**config.mk**
```make
export PLATFORM = sky130hd
export DESIGN_NAME = ap_ctrl_hs_driver
export DESIGN_NICKNAME = d
export VERILOG_FILES = /design/src/rtl/ap_ctrl_hs_driver.sv
export SDC_FILE = /design/constraint.sdc
export NUM_CORES = 1
export LEC_CHECK = 0
export BUFFER_PORTS_ARGS = -buffer_cell sky130_fd_sc_hd__buf_2
export CAP_MARGIN = 20
export CORE_MARGIN = 2
export CORE_UTILIZATION = 35
export CTS_CLUSTER_DIAMETER = 100
export DETAILED_ROUTE_END_ITERATION = 12
export PLACE_DENSITY_LB_ADDON = 0.12
export SYNTH_ARGS = -nofsm -noshare
export SYNTH_HDL_FRONTEND = slang
export SYNTH_SLANG_ARGS = --single-unit
```
**constraint.sdc**
```tcl
create_clock -name ap_clk -period 5.1 [get_ports ap_clk]
set_input_delay 1.02 -clock ap_clk [delete_from_list [all_inputs] [get_ports ap_clk]]
set_output_delay 1.02 -clock ap_clk [all_outputs]
set_load 0.005 [all_outputs]
```
**src/rtl/ap_ctrl_hs_driver.sv**
```systemverilog
// Initiator for the ap_ctrl_hs block-level handshake: runs a batch of back-to-back
// kernel transactions and records per-transaction latency. Optional watchdog: AP_DRV_TIMEOUT_EN.
module ap_ctrl_hs_driver #(
    parameter int CNT_W       = 16,
    parameter int LAT_W       = 32,
    parameter int TIMEOUT_CYC = 1000
) (
    input  logic             ap_clk,
    input  logic             ap_rst_n,
    input  logic             go,
    input  logic [CNT_W-1:0] num_txn,
    output logic             ap_start,
    output logic             ap_continue,
    input  logic             ap_ready,
    input  logic             ap_done,
    output logic             busy,
    output logic             finish,
    output logic [CNT_W-1:0] txn_count,
    output logic [LAT_W-1:0] last_lat,
    output logic [LAT_W-1:0] max_lat,
    output logic             timeout
);

    typedef enum logic [1:0] {
        S_IDLE      = 2'd0,
        S_START     = 2'd1,
        S_WAIT_DONE = 2'd2,
        S_FIN       = 2'd3
    } state_t;

    state_t           state_reg;
    logic             ap_start_reg;
    logic             ap_continue_reg;
    logic             busy_reg;
    logic             finish_reg;
    logic [CNT_W-1:0] rem_reg;
    logic [CNT_W-1:0] txn_count_reg;
    logic [LAT_W-1:0] lat_reg;
    logic [LAT_W-1:0] last_lat_reg;
    logic [LAT_W-1:0] max_lat_reg;

    logic             in_run;
    logic             accept_go;
    logic             enter_start;
    logic             wd_fire;
    logic [LAT_W-1:0] lat_inc;

    assign in_run    = (state_reg == S_START) || (state_reg == S_WAIT_DONE);
    assign accept_go = go && ((state_reg == S_IDLE) || (state_reg == S_FIN));
    // Both the go that starts a non-empty batch and a done with work left re-enter START.
    assign enter_start = (accept_go && (num_txn != '0)) ||
                         (in_run && ap_done && (rem_reg > CNT_W'(1)));
    assign lat_inc   = (lat_reg == '1) ? lat_reg : lat_reg + LAT_W'(1);

`ifdef AP_DRV_TIMEOUT_EN
    localparam int WD_W = $clog2(TIMEOUT_CYC + 1);

    logic [WD_W-1:0] wd_reg;
    logic            timeout_reg;

    assign wd_fire = in_run && !ap_done && (wd_reg == WD_W'(TIMEOUT_CYC));

    always_ff @(posedge ap_clk or negedge ap_rst_n) begin
        if (!ap_rst_n) begin
            wd_reg      <= '0;
            timeout_reg <= 1'b0;
        end else begin
            if (enter_start) begin
                wd_reg <= '0;
            end else if (in_run && (wd_reg != WD_W'(TIMEOUT_CYC))) begin
                wd_reg <= wd_reg + WD_W'(1);
            end
            if (accept_go) begin
                timeout_reg <= 1'b0;
            end else if (wd_fire) begin
                timeout_reg <= 1'b1;
            end
        end
    end

    assign timeout = timeout_reg;
`else
    logic unused_timeout_cyc;
    assign unused_timeout_cyc = (TIMEOUT_CYC != 0);
    assign wd_fire = 1'b0;
    assign timeout = 1'b0;
`endif

    always_ff @(posedge ap_clk or negedge ap_rst_n) begin
        if (!ap_rst_n) begin
            state_reg       <= S_IDLE;
            ap_start_reg    <= 1'b0;
            ap_continue_reg <= 1'b0;
            busy_reg        <= 1'b0;
            finish_reg      <= 1'b0;
            rem_reg         <= '0;
            txn_count_reg   <= '0;
            lat_reg         <= '0;
            last_lat_reg    <= '0;
            max_lat_reg     <= '0;
        end else begin
            ap_continue_reg <= 1'b1;

            if (enter_start) begin
                lat_reg <= '0;
            end else if (in_run) begin
                lat_reg <= lat_inc;
            end

            case (state_reg)
                S_IDLE, S_FIN: begin
                    if (go) begin
                        txn_count_reg <= '0;
                        max_lat_reg   <= '0;
                        rem_reg       <= num_txn;
                        if (num_txn != '0) begin
                            state_reg    <= S_START;
                            ap_start_reg <= 1'b1;
                            busy_reg     <= 1'b1;
                            finish_reg   <= 1'b0;
                        end else begin
                            state_reg    <= S_FIN;
                            finish_reg   <= 1'b1;
                        end
                    end
                end
                S_START, S_WAIT_DONE: begin
                    // A done seen while still in START implies ready in the same cycle.
                    if (ap_done) begin
                        txn_count_reg <= txn_count_reg + CNT_W'(1);
                        rem_reg       <= rem_reg - CNT_W'(1);
                        last_lat_reg  <= lat_inc;
                        if (lat_inc > max_lat_reg) begin
                            max_lat_reg <= lat_inc;
                        end
                        if (rem_reg > CNT_W'(1)) begin
                            state_reg    <= S_START;
                            ap_start_reg <= 1'b1;
                        end else begin
                            state_reg    <= S_FIN;
                            ap_start_reg <= 1'b0;
                            busy_reg     <= 1'b0;
                            finish_reg   <= 1'b1;
                        end
                    end else if (wd_fire) begin
                        state_reg    <= S_FIN;
                        ap_start_reg <= 1'b0;
                        busy_reg     <= 1'b0;
                        finish_reg   <= 1'b1;
                    end else if ((state_reg == S_START) && ap_ready) begin
                        state_reg    <= S_WAIT_DONE;
                        ap_start_reg <= 1'b0;
                    end
                end
                default: begin
                    state_reg <= S_IDLE;
                end
            endcase
        end
    end

    assign ap_start    = ap_start_reg;
    assign ap_continue = ap_continue_reg;
    assign busy        = busy_reg;
    assign finish      = finish_reg;
    assign txn_count   = txn_count_reg;
    assign last_lat    = last_lat_reg;
    assign max_lat     = max_lat_reg;

endmodule

```
======== Word-level counts from Yosys, hierarchy flattened ========
Index checks and enable logic that the tools add are counted.
word-level totals
  input bits .............................. 21
  bits in registers ....................... 134
cells by class
  add/sub/neg operators ................... 3
  muxes and demuxes ....................... 33
  magnitude comparators ................... 2
  eq/ne operators ......................... 10
  reduce and logical (&&, ||, !) cells .... 20
operators by type and width
  kind                                                                   count
  32-bit two-way mux                                                     6
  16-bit two-way mux                                                     4
  16-bit case mux with 2 select lines                                    2
  32-bit case mux with 2 select lines                                    1
  32-bit by 1-bit adder with 32-bit output, second input constant        1
  32-bit equality test, second input constant                            1
  32-bit > comparator                                                    1
  16-bit by 1-bit adder with 16-bit output, second input constant        1
  16-bit by 1-bit > comparator with 1-bit output, second input constant  1
  16-bit nonzero test                                                    1
  16-bit by 1-bit subtractor with 16-bit output, second input constant   1
  1-bit two-way mux                                                      11
  2-bit two-way mux                                                      5
  2-bit inequality test, second input constant                           5
  3-bit AND reduction                                                    3
  1-bit case mux with 2 select lines                                     3
  2-bit AND reduction                                                    3
  1-bit logical AND                                                      5
  2-bit equality test, second input constant                             2
  2-bit case mux with 2 select lines                                     1
  4-bit AND reduction                                                    1
  2-bit OR reduction                                                     2
  1-bit logical OR                                                       3
  3-bit inequality test, second input constant                           1
  other kinds (3)                                                        3

======== Longest topological paths before layout ========
Gate-level depths: netlist of run 1.
  word-level depth ........................ 6
  mapped depth ............................ 16
  mapped depth without buffers ............ 14

======== Worst setup path before layout of run 1 ========
OpenSTA, ideal clock, no wires.
  path type ............................... reg2reg
  from .................................... register lat_reg[0]
  to ...................................... register max_lat_reg[26] (netlist: max_lat[26])
  period minus slack after synthesis ...... 3741 ps
  required time ........................... 4970 ps
  buffers on the path ..................... 2
  slack ................................... 1359 ps
  stages on the path, launching flop included .. 17
  arrival ................................. 3612 ps
  cell sequence ........................... dfrtp_1 -> ha_1 -> and2_1 -> and4_1 -> buf_2 -> a31oi_1 -> nand3_1 -> xor2_1 -> inv_1 -> ha_1 -> a21oi_1 -> o21ai_0 -> a221oi_1 -> a31oi_1 -> o21ai_1 -> buf_2 -> o2bb2ai_1
on the way
  cells in the longest elaborated chain, start to end .. 5
  elaborated cells between the ends (all ways) .. 9
  those cells by class .................... 1 x add/sub; 1 x order compare; 2 x eq/ne; 4 x mux; 1 x reduce/logical
RTL lines
  element                                                                                  RTL line  RTL
  from (decl)                                                                              38        logic [LAT_W-1:0] lat_reg;
  from (signal assigned)                                                                   107       lat_reg <= lat_inc;
  32-bit by 1-bit adder with 32-bit output / 32-bit equality test (equally long branches)  53        assign lat_inc = (lat_reg == '1) ? lat_reg : lat_reg + LAT_W'(1);
  32-bit two-way mux (*)                                                                   53
  via lat_inc[5]                                                                           46        logic [LAT_W-1:0] lat_inc;
  32-bit > comparator (*)                                                                  133       if (lat_inc > max_lat_reg) begin
  2-bit inequality test (no source line) (*)                                               --
  3-bit AND reduction (no source line) (*)                                                 --
  to (signal assigned)                                                                     134       max_lat_reg <= lat_inc;
  to (decl)                                                                                40        logic [LAT_W-1:0] max_lat_reg;
Mark *: on every way through the listed nets, which the timed path passes. The rest lies on a longest branch. The select of a mux whose other input is x is not followed.
A chain may end at the register's enable or synchronous reset.

======== Worst setup path in the final report of run 1 ========
Same ends and word-level chain as after synthesis.

==> results_dict.tcl, run 1 <==
set metrics [dict create \
    cts.sinks 134 \
    cts_root_buf "clkbuf_16" \
    yosys.area_share.adder_pct 6.23 \
    drive_gt1_share_pct 20.5 \
    status "complete, no violations" \
    clk_pin_slew_ns 0.06 \
    worstMarginPinSlew_ns 0.731 \
    layout_commonest_cell "dfrtp_1" \
    ir_drop_mv 0.269 \
    drc 0 \
    setup_violations 0 \
    final.setup.tns_ns 0 \
    wire_per_inst_um 16.5 \
    portBuffers 104 \
    total_power_mw 3.77 \
    fp.dieW_um 150 \
    htree_levels 4 \
    num_antenna_cells 0 \
    cts_tree "yes" \
    slowest_stage "a221oi_1" \
    synth_cell_types 62 \
    skew_ns 0.00909 \
    p_leak_nw 4.32 \
    period_share_pct 90.5 \
    ant_nets 0 \
    synthXorXnorAreaFrac_pct 6.13 \
    rows 53 \
    grt_pass1_vias 5871 \
    required_ns 5.40 \
    syn_to_final_growth_pct 18.9 \
    final_area_um2 8840 \
    crit_type "register to register" \
    wl_um 19600 \
    fin_crit_ns 4.62 \
    rsz0062_at_grt "no" \
    drtIter0Drc 375 \
    synthesis.area_um2 7430 \
    clkLatencyLatePin_ns 0.43 \
    yosys_warnings 0 \
    die_h_um 150 \
    cts-hold-fix-buffers 0 \
    vias 5980 \
    crit_arrival_ns 4.91 \
    syn_area_per_cell_um2 9.40 \
    initial_core_util_pct 35.5 \
    start_kind "register" \
    synth_mux_area_share_pct 1.36 \
    timing.final.hold_violations 0 \
    overflow 0 \
    async_flop_share_pct 100 \
    wl_met1_um 10000 \
    slew_violations 0 \
    grt_pass1_wl_um 32100 \
    routed.top_layer "met4" \
    via_per_inst 5.04 \
    synth-compound-area-share_pct 16.3 \
    synth_edf_count 0 \
    dpl.hpwl_um 13700 \
    grt_max_degree 69 \
    ys_seq_area_share_pct 45.1 \
    nets 957 \
    wl_met2_um 8690 \
    finalNonFillerCells 1186 \
    clk_path_buf_depth 2 \
    die_area_um2 22400 \
    cts_buffers 17 \
    place_area_um2 8280 \
    firstDrtPassIters 5 \
    final_cell_mix "dfrtp_1, nand2_1, buf_2, o21ai_0, inv_1" \
    min_path_type "register to register" \
    slew_headroom_pct 51.2 \
    syn_nets 848 \
    synthSimpleGateAreaFrac_pct 18.7 \
    critPathMaxFanout 21 \
    routabilityCongestion 0.753 \
    synth_top_family_by_area "simple AND/OR/NAND/NOR gates" \
    synth-seq-cells 134 \
    crit_chain "ha_1 > and2_1 > and4_1 > a31oi_1 > nand3_1 > xor2_1 > inv_1 > ha_1 > a21oi_1 > o21ai_0 > a221oi_1 > a31oi_1 > o21ai_2 > buf_12 > o2bb2ai_1" \
    syn_inst 790 \
    dpl.cell_count 1154 \
    antenna_found_initial 0 \
    critical-path-top-delay-family "compound AO/OA/AOI/OAI gates" \
    power.density_nw_per_um2 426 \
    clock.fmax_mhz 217 \
    pin_count 106 \
    grt.total_usage_pct 18.5 \
    core_area_um2 21000 \
    synthFlopType "dfrtp_1" \
    end_kind "register" \
    met3_wirelength_um 637 \
    max_cap_viol_count 0 \
    max_stage_delay_ns 0.68 \
    worst-path-buf-inv 2 \
    fill_cells 2144 \
]
worst paths after layout:
check                                          from                       end  slack, ns  depth (start not counted)
max in group asynchronous                  ap_rst_n   max_lat[26]$_DFFE_PN0P_       3.50                          2
min in group asynchronous                  ap_rst_n   last_lat[9]$_DFFE_PN0P_       0.57                          1
setup reg to reg             lat_reg[0]$_DFFE_PN0P_   max_lat[26]$_DFFE_PN0P_       0.48                         15
hold reg to reg            last_lat[13]$_DFFE_PN0P_  last_lat[13]$_DFFE_PN0P_       0.47                          2
setup / recovery             lat_reg[0]$_DFFE_PN0P_   max_lat[26]$_DFFE_PN0P_       0.48                         15
hold / removal             last_lat[13]$_DFFE_PN0P_  last_lat[13]$_DFFE_PN0P_       0.47                          2
layout make-up:
type	count	area, µm²	area share, %
repair buffers	123	682	7.72
multi-input cells	551	3640	41.2
inverters	72	270	3.06
well taps	275	344	3.89
flip-flops and latches	134	3350	37.9
clock inverters	13	110	1.25
clock buffers	18	439	4.97
logic make-up after synthesis:
group,Yosys count
buf+inv,105
other cells,2
compound gates,187
xor+xnor,52
flops,134
fa+ha+maj,37
mux,10
simple gates,263
report_power, final:
| part | switching (mW) | internal, mW | leakage (nW) |
|---|---|---|---|
| Clock | 0.483 | 0.676 | 0.271 |
| Combinational | 0.853 | 0.437 | 2.24 |
| Sequential | 0.137 | 1.18 | 1.81 |
| Total | 1.47 | 2.30 | 4.32 |
cell usage after synthesis, drive strengths merged, types with 2 or more instances:
library cell	n	area (µm²)
clkbuf	21	78.8
buf	12	96.3
xnor2	28	245
nor3b	4	50.1
and2	8	51.3
a31o	4	35.0
conb	2	7.51
nor3	9	56.3
a31oi	8	86.3
o21ai	90	469
nand4	20	131
a211oi	5	37.5
ha	37	463
inv	72	270
nor2	32	120
mux2i	9	90.1
xor2	24	210
nand3	27	140
o2bb2ai	28	245
nand2b	2	12.5
a21o	6	45.0
or2	3	21.3
o22ai	4	25.0
a21oi	28	140
dfrtp	134	3350
nor2b	7	43.8
and3	12	75.1
nor4	13	118
nand2	106	398
or3	4	26.3
and4	12	105
a2111oi	4	35.0
per-layer routing:
metal  vias to the layer above  global-route usage, %
li1                       2987                      -
met4                         0                   5.47
met1                      2873                   26.9
met5                         -                      0
met3                        18                   3.54
met2                       102                   28.0
through the flow:
stage	utilization, %	hold WS, ns	setup slack (ns)
after floorplan	-	0.470	1.36
after global placement	39.5	0.460	0.326
after detailed placement	39.5	0.465	0.299
after CTS	42.1	0.479	0.290
after global routing	42.2	0.501	0.219
final	42.2	0.472	0.485
tightest hold or removal path, stage by stage (launching register included):
cell	delay [ns]
dfrtp_1	0.34
nand2_1	0.04
o21ai_0	0.06
repair_timing:
| action | 4_1_cts | 5_1_grt |
|---|---|---|
| setup buffers | 0 | 1 |
| gates resized for setup | 0 | 0 |
| setup endpoints to repair | 0 | 15 |
Note: power is estimated with default switching activity, not from simulation.
==> run 2, diff against run 1 <==
--- a/config.mk
+++ b/config.mk
@@ -5,12 +5,11 @@
 export SDC_FILE = /design/constraint.sdc
 export NUM_CORES = 1
 export LEC_CHECK = 0
-export BUFFER_PORTS_ARGS = -buffer_cell sky130_fd_sc_hd__buf_2
 export CAP_MARGIN = 20
-export CORE_MARGIN = 2
 export CORE_UTILIZATION = 35
 export CTS_CLUSTER_DIAMETER = 100
 export DETAILED_ROUTE_END_ITERATION = 12
+export DONT_BUFFER_PORTS = 1
 export PLACE_DENSITY_LB_ADDON = 0.12
 export SYNTH_ARGS = -nofsm -noshare
 export SYNTH_HDL_FRONTEND = slang
==> constraint.sdc (replaced) <==
create_clock -name ap_clk -period 5.1 [get_ports ap_clk]
set_input_delay 1.02 -clock ap_clk [delete_from_list [all_inputs] [get_ports ap_clk]]
set_output_delay 1.02 -clock ap_clk [all_outputs]
set_load 0.1 [all_outputs]
==> results_dict.tcl, run 2 (same netlist as run 1, synthesis figures left out) <==
set metrics [dict create \
    rr_startpoint "lat_reg[0]$_DFFE_PN0P_" \
    grt.total_usage_pct 19.1 \
    power_frac_comb_pct 29.3 \
    clk_pin_slew_ns 0.06 \
    syn_to_final_growth_pct 14.4 \
    seqPwrFrac_pct 38.0 \
    min_path_type "primary input to asynchronous set/reset pin" \
    nets 869 \
    ff2ff_setup_slack_ns 0.48 \
    grt_max_degree 135 \
    power.switching_mw 1.69 \
    grt_pass1_vias 5814 \
    crit_type "register to register" \
    crit_chain "ha_1 > and2_1 > and4_1 > a31oi_1 > and4_1 > xnor2_1 > inv_1 > ha_1 > nand4_1 > nor4_1 > a21o_1 > a31oi_1 > nor3_4 > buf_4 > o2bb2ai_1" \
    cts_tree "yes" \
    wl_um 19800 \
    wire_per_inst_um 18.1 \
    clkLatencyLatePin_ns 0.42 \
    cts_buffers 17 \
    via_per_inst 5.30 \
    worstMarginPinSlew_ns 1.03 \
    antenna_found_initial 0 \
    core_area_um2 20500 \
    start_kind "register" \
    clk_path_buf_depth 2 \
    drive_gt1_share_pct 12.1 \
    fill_cells 2065 \
    initial_core_util_pct 36.3 \
    required_ns 5.44 \
    drc 0 \
    routabilityCongestion 0.791 \
    reg2reg_to "max_lat[6]$_DFFE_PN0P_" \
    cts_resized 0 \
    cts.sinks 134 \
    dpl.hpwl_um 13900 \
    end_kind "register" \
    skew_ns 0.00760 \
    final_cell_mix "dfrtp_1, nand2_1, o21ai_0, inv_1, ha_1" \
    internal-power_mw 2.41 \
    htree_levels 4 \
    crit_arrival_ns 4.96 \
    max_cap_viol_count 0 \
    p_leak_nw 3.91 \
    cts-hold-fix-buffers 0 \
    cts_root_buf "clkbuf_16" \
    place_area_um2 7860 \
    pin_count 106 \
    ir_drop_mv 0.282 \
    switching_share_pct 41.2 \
    critPathMaxFanout 18 \
    whs_ns 0.297 \
    power.density_nw_per_um2 481 \
    rows 52 \
    vias 5795 \
    period_share_pct 90.6 \
    grt_pass1_wl_um 32200 \
    die_area_um2 21800 \
    layout_commonest_cell "dfrtp_1" \
    power.share.clock_pct 32.7 \
    drtIter0Drc 348 \
    ant_nets 0 \
    fp.dieW_um 148 \
    critical-path-top-delay-family "simple AND/OR/NAND/NOR gates" \
    slew_violations 0 \
    timing.final.hold_violations 0 \
    status "complete, no violations" \
    final.setup.tns_ns 0 \
    setup_violations 0 \
    rsz0062_at_grt "no" \
    r2r_cells 15 \
    overflow 0 \
    fin_crit_ns 4.62 \
    clock.fmax_mhz 216 \
    slowest_stage "nor4_1" \
    worst-path-buf-inv 2 \
    portBuffers 0 \
    post_cts_buffers 0 \
    num_antenna_cells 0 \
    firstDrtPassIters 5 \
    slew_headroom_pct 31.0 \
    final_area_um2 8500 \
    max_stage_delay_ns 0.56 \
    die_h_um 148 \
]
## run 2: worst max-delay path by stage
| stage | from | end | cells past startpoint |
|---|---|---|---|
| after floorplan | lat_reg[0]$_DFFE_PN0P_ | max_lat[26]$_DFFE_PN0P_ | 16 |
| after global placement | lat_reg[0]$_DFFE_PN0P_ | max_lat[2]$_DFFE_PN0P_ | 15 |
| after detailed placement | lat_reg[0]$_DFFE_PN0P_ | max_lat[16]$_DFFE_PN0P_ | 15 |
| after CTS | lat_reg[0]$_DFFE_PN0P_ | max_lat[6]$_DFFE_PN0P_ | 15 |
| after global routing | lat_reg[0]$_DFFE_PN0P_ | max_lat[10]$_DFFE_PN0P_ | 15 |
| final | lat_reg[0]$_DFFE_PN0P_ | max_lat[6]$_DFFE_PN0P_ | 15 |
## run 2: through the flow
step | std cells | setup WS (ns) | total power [mW] | utilization (%)
3_3_place_gp | 1062 | 0.592 | 2.75 | 38.4
2_1_floorplan | 790 | 1.36 | 2.44 | -
4_1_cts | 1094 | 0.454 | 4.15 | 41.5
6_report | 1094 | 0.479 | 4.09 | 41.5
5_1_grt | 1094 | 0.118 | 4.33 | 41.5
3_5_place_dp | 1062 | 0.424 | 2.79 | 38.4
## run 2: cell type report
cell class	instances	area [µm²]	share of cell area (%)
Multi-Input combinational cell	551	3640	42.8
Sequential cell	134	3350	39.4
Clock buffer	20	467	5.49
Tap cell	270	338	3.97
Inverter	72	270	3.18
Timing Repair Buffer	35	263	3.09
Clock inverter	12	175	2.06
## run 2: metal layers
layer / GRT usage [%] / part of all wire, %
met4: 5.67 / 1.4
met1: 25.0 / 46
met5: 0 / 0
met3: 5.34 / 5.7
met2: 30.7 / 47
## run 2: power groups by stage
| stage | sequential [mW] | clock [mW] | combinational [mW] |
|---|---|---|---|
| 2_1_floorplan | 1.56 | 0 | 0.883 |
| 3_5_place_dp | 1.58 | 0 | 1.21 |
| 4_1_cts | 1.56 | 1.37 | 1.22 |
| 3_3_place_gp | 1.57 | 0 | 1.19 |
| 5_1_grt | 1.57 | 1.42 | 1.34 |
| 6_report | 1.56 | 1.34 | 1.20 |
## run 2: worst register-to-register path: stages, from the launching register on
cell	delay, ns
dfrtp_1	0.43
ha_1	0.26
and2_1	0.20
and4_1	0.29
a31oi_1	0.39
and4_1	0.31
xnor2_1	0.18
inv_1	0.07
ha_1	0.30
nand4_1	0.20
nor4_1	0.56
a21o_1	0.20
a31oi_1	0.10
nor3_4	0.52
buf_4	0.37
o2bb2ai_1	0.16
==> run 3, diff against run 2 <==
--- a/config.mk
+++ b/config.mk
@@ -11,6 +11,7 @@
 export DETAILED_ROUTE_END_ITERATION = 12
 export DONT_BUFFER_PORTS = 1
 export PLACE_DENSITY_LB_ADDON = 0.12
+export REMOVE_ABC_BUFFERS = 1
 export SYNTH_ARGS = -nofsm -noshare
 export SYNTH_HDL_FRONTEND = slang
 export SYNTH_SLANG_ARGS = --single-unit
==> results_dict.tcl, run 3 (same netlist as run 1, synthesis figures left out) <==
set metrics [dict create \
    status "complete, no violations" \
    max_cap_viol_count 0 \
    min_path_type "primary input to asynchronous set/reset pin" \
    ir_drop_mv 0.196 \
    syn_to_final_growth_pct 11.4 \
    clk_pin_slew_ns 0.06 \
    grt_max_degree 135 \
    cts.sinks 134 \
    nets 849 \
    cts_tree "yes" \
    routabilityCongestion 0.809 \
    crit_arrival_ns 4.67 \
    crit_type "register to register" \
    vias 5693 \
    htree_levels 4 \
    final_area_um2 8280 \
    p_leak_nw 3.76 \
    internal-power_mw 2.30 \
    cts-hold-fix-buffers 0 \
    grt_pass1_wl_um 31700 \
    clkLatencyLatePin_ns 0.41 \
    max_stage_delay_ns 0.58 \
    start_kind "register" \
    firstDrtPassIters 4 \
    antenna_found_initial 0 \
    pin_count 106 \
    power_frac_comb_pct 30.5 \
    clk_path_buf_depth 2 \
    critPathMaxFanout 7 \
    post_cts_buffers 0 \
    clock.fmax_mhz 229 \
    worst-path-buf-inv 1 \
    end_kind "register" \
    power.switching_mw 1.66 \
    num_antenna_cells 0 \
    final_cell_mix "dfrtp_1, nand2_1, o21ai_0, inv_1, ha_1" \
    required_ns 5.40 \
    critical_path.most_common_cell "ha_1" \
    die_h_um 148 \
    grt.total_usage_pct 18.7 \
    slowest_stage "a221oi_1" \
    power.share.clock_pct 30.4 \
    critical-path-top-delay-family "compound AO/OA/AOI/OAI gates" \
    portBuffers 0 \
    cts_resized 0 \
    layout_commonest_cell "dfrtp_1" \
    rsz0062_at_grt "no" \
    drc 0 \
    cts_buffers 17 \
    wl_um 19400 \
    overflow 0 \
    die_area_um2 21800 \
    skew_ns 0.0108 \
    period_share_pct 85.7 \
    cts_root_buf "clkbuf_16" \
    worstMarginPinSlew_ns 1.01 \
    timing.final.hold_violations 0 \
    switching_share_pct 42.0 \
    core_area_um2 20500 \
    fin_crit_ns 4.37 \
    drtIter0Drc 304 \
    ant_nets 0 \
    slew_violations 0 \
    fill_cells 2089 \
    dpl.hpwl_um 13700 \
    rows 52 \
    initial_core_util_pct 36.3 \
    setup_violations 0 \
    place_area_um2 7710 \
    drive_gt1_share_pct 9.34 \
    crit_chain "ha_1 > and2_1 > and4_1 > a31oi_1 > nand3_1 > xor2_1 > inv_1 > ha_1 > a21oi_1 > o21ai_0 > a221oi_1 > a31oi_4 > or2_2 > a31o_2" \
    grt_pass1_vias 5879 \
    final.setup.tns_ns 0 \
    seqPwrFrac_pct 39.1 \
    power.density_nw_per_um2 479 \
    fp.dieW_um 148 \
    slew_headroom_pct 32.8 \
    wire_per_inst_um 18.1 \
    via_per_inst 5.31 \
]
run 3: changes by cell type in the layout (fill, tap and decap cells not counted):
cell,previous run,this run
clkinvlp_4,3,1
buf_4,35,15
clkbuf_1,0,4
clkbuf_8,3,2
bufinv_16,4,2
run 3: stage by stage:
step	total power, mW	utilization [%]	instances	worst slack (ns)	hold WS, ns
floorplan	2.33	-	757	0.993	0.483
global placement	2.76	37.6	1042	0.797	0.509
detailed placement	2.79	37.6	1042	0.715	0.511
CTS	4.01	40.4	1073	0.706	0.285
global route	4.20	40.4	1073	0.430	0.274
finish	3.96	40.4	1073	0.729	0.310
run 3: power by group through the flow:
stage,Clock (mW),Sequential [mW],Combinational (mW)
6_report,1.20,1.55,1.21
5_1_grt,1.28,1.57,1.34
2_1_floorplan,0,1.56,0.769
3_5_place_dp,0,1.57,1.23
4_1_cts,1.23,1.55,1.23
3_3_place_gp,0,1.56,1.20
run 3: worst reg2reg max path, stage by stage, from the launching register on:
cell	delay (ns)
dfrtp_1	0.42
ha_1	0.26
and2_1	0.20
and4_1	0.28
a31oi_1	0.45
nand3_1	0.15
xor2_1	0.34
inv_1	0.09
ha_1	0.33
a21oi_1	0.19
o21ai_0	0.12
a221oi_1	0.58
a31oi_4	0.23
or2_2	0.37
a31o_2	0.25
run 3: area by class of cell:
type                    instances  area (µm²)  area share, %
repair buffers                 15         113           1.36
clock inverters                 8         100           1.21
clock buffers                  23         468           5.65
multi-input cells             551        3640           43.9
flip-flops and latches        134        3350           40.5
inverters                      72         270           3.26
well taps                     270         338           4.08
run 3: worst paths after layout:
kind                                               from                       end  slack [ns]  cells past startpoint
worst max-delay path             lat_reg[0]$_DFFE_PN0P_   max_lat[24]$_DFFE_PN0P_        0.73                     14
worst min-delay path                           ap_rst_n    rem_reg[4]$_DFFE_PN0P_        0.31                      0
worst max register to register   lat_reg[0]$_DFFE_PN0P_   max_lat[24]$_DFFE_PN0P_        0.73                     14
worst min register to register  lat_reg[17]$_DFFE_PN0P_   lat_reg[17]$_DFFE_PN0P_        0.52                      2
max in group asynchronous                      ap_rst_n  last_lat[27]$_DFFE_PN0P_        4.65                      0
min in group ap_clk             lat_reg[17]$_DFFE_PN0P_   lat_reg[17]$_DFFE_PN0P_        0.52                      2
run 3: layer usage:
metal  vias up  track usage (%)  wire length, µm
met5         -                0                0
met4         0             5.00              129
met3         8             4.88             1110
met2       122             30.4             9330
met1      2804             24.6             8850
li1       2759                -                -
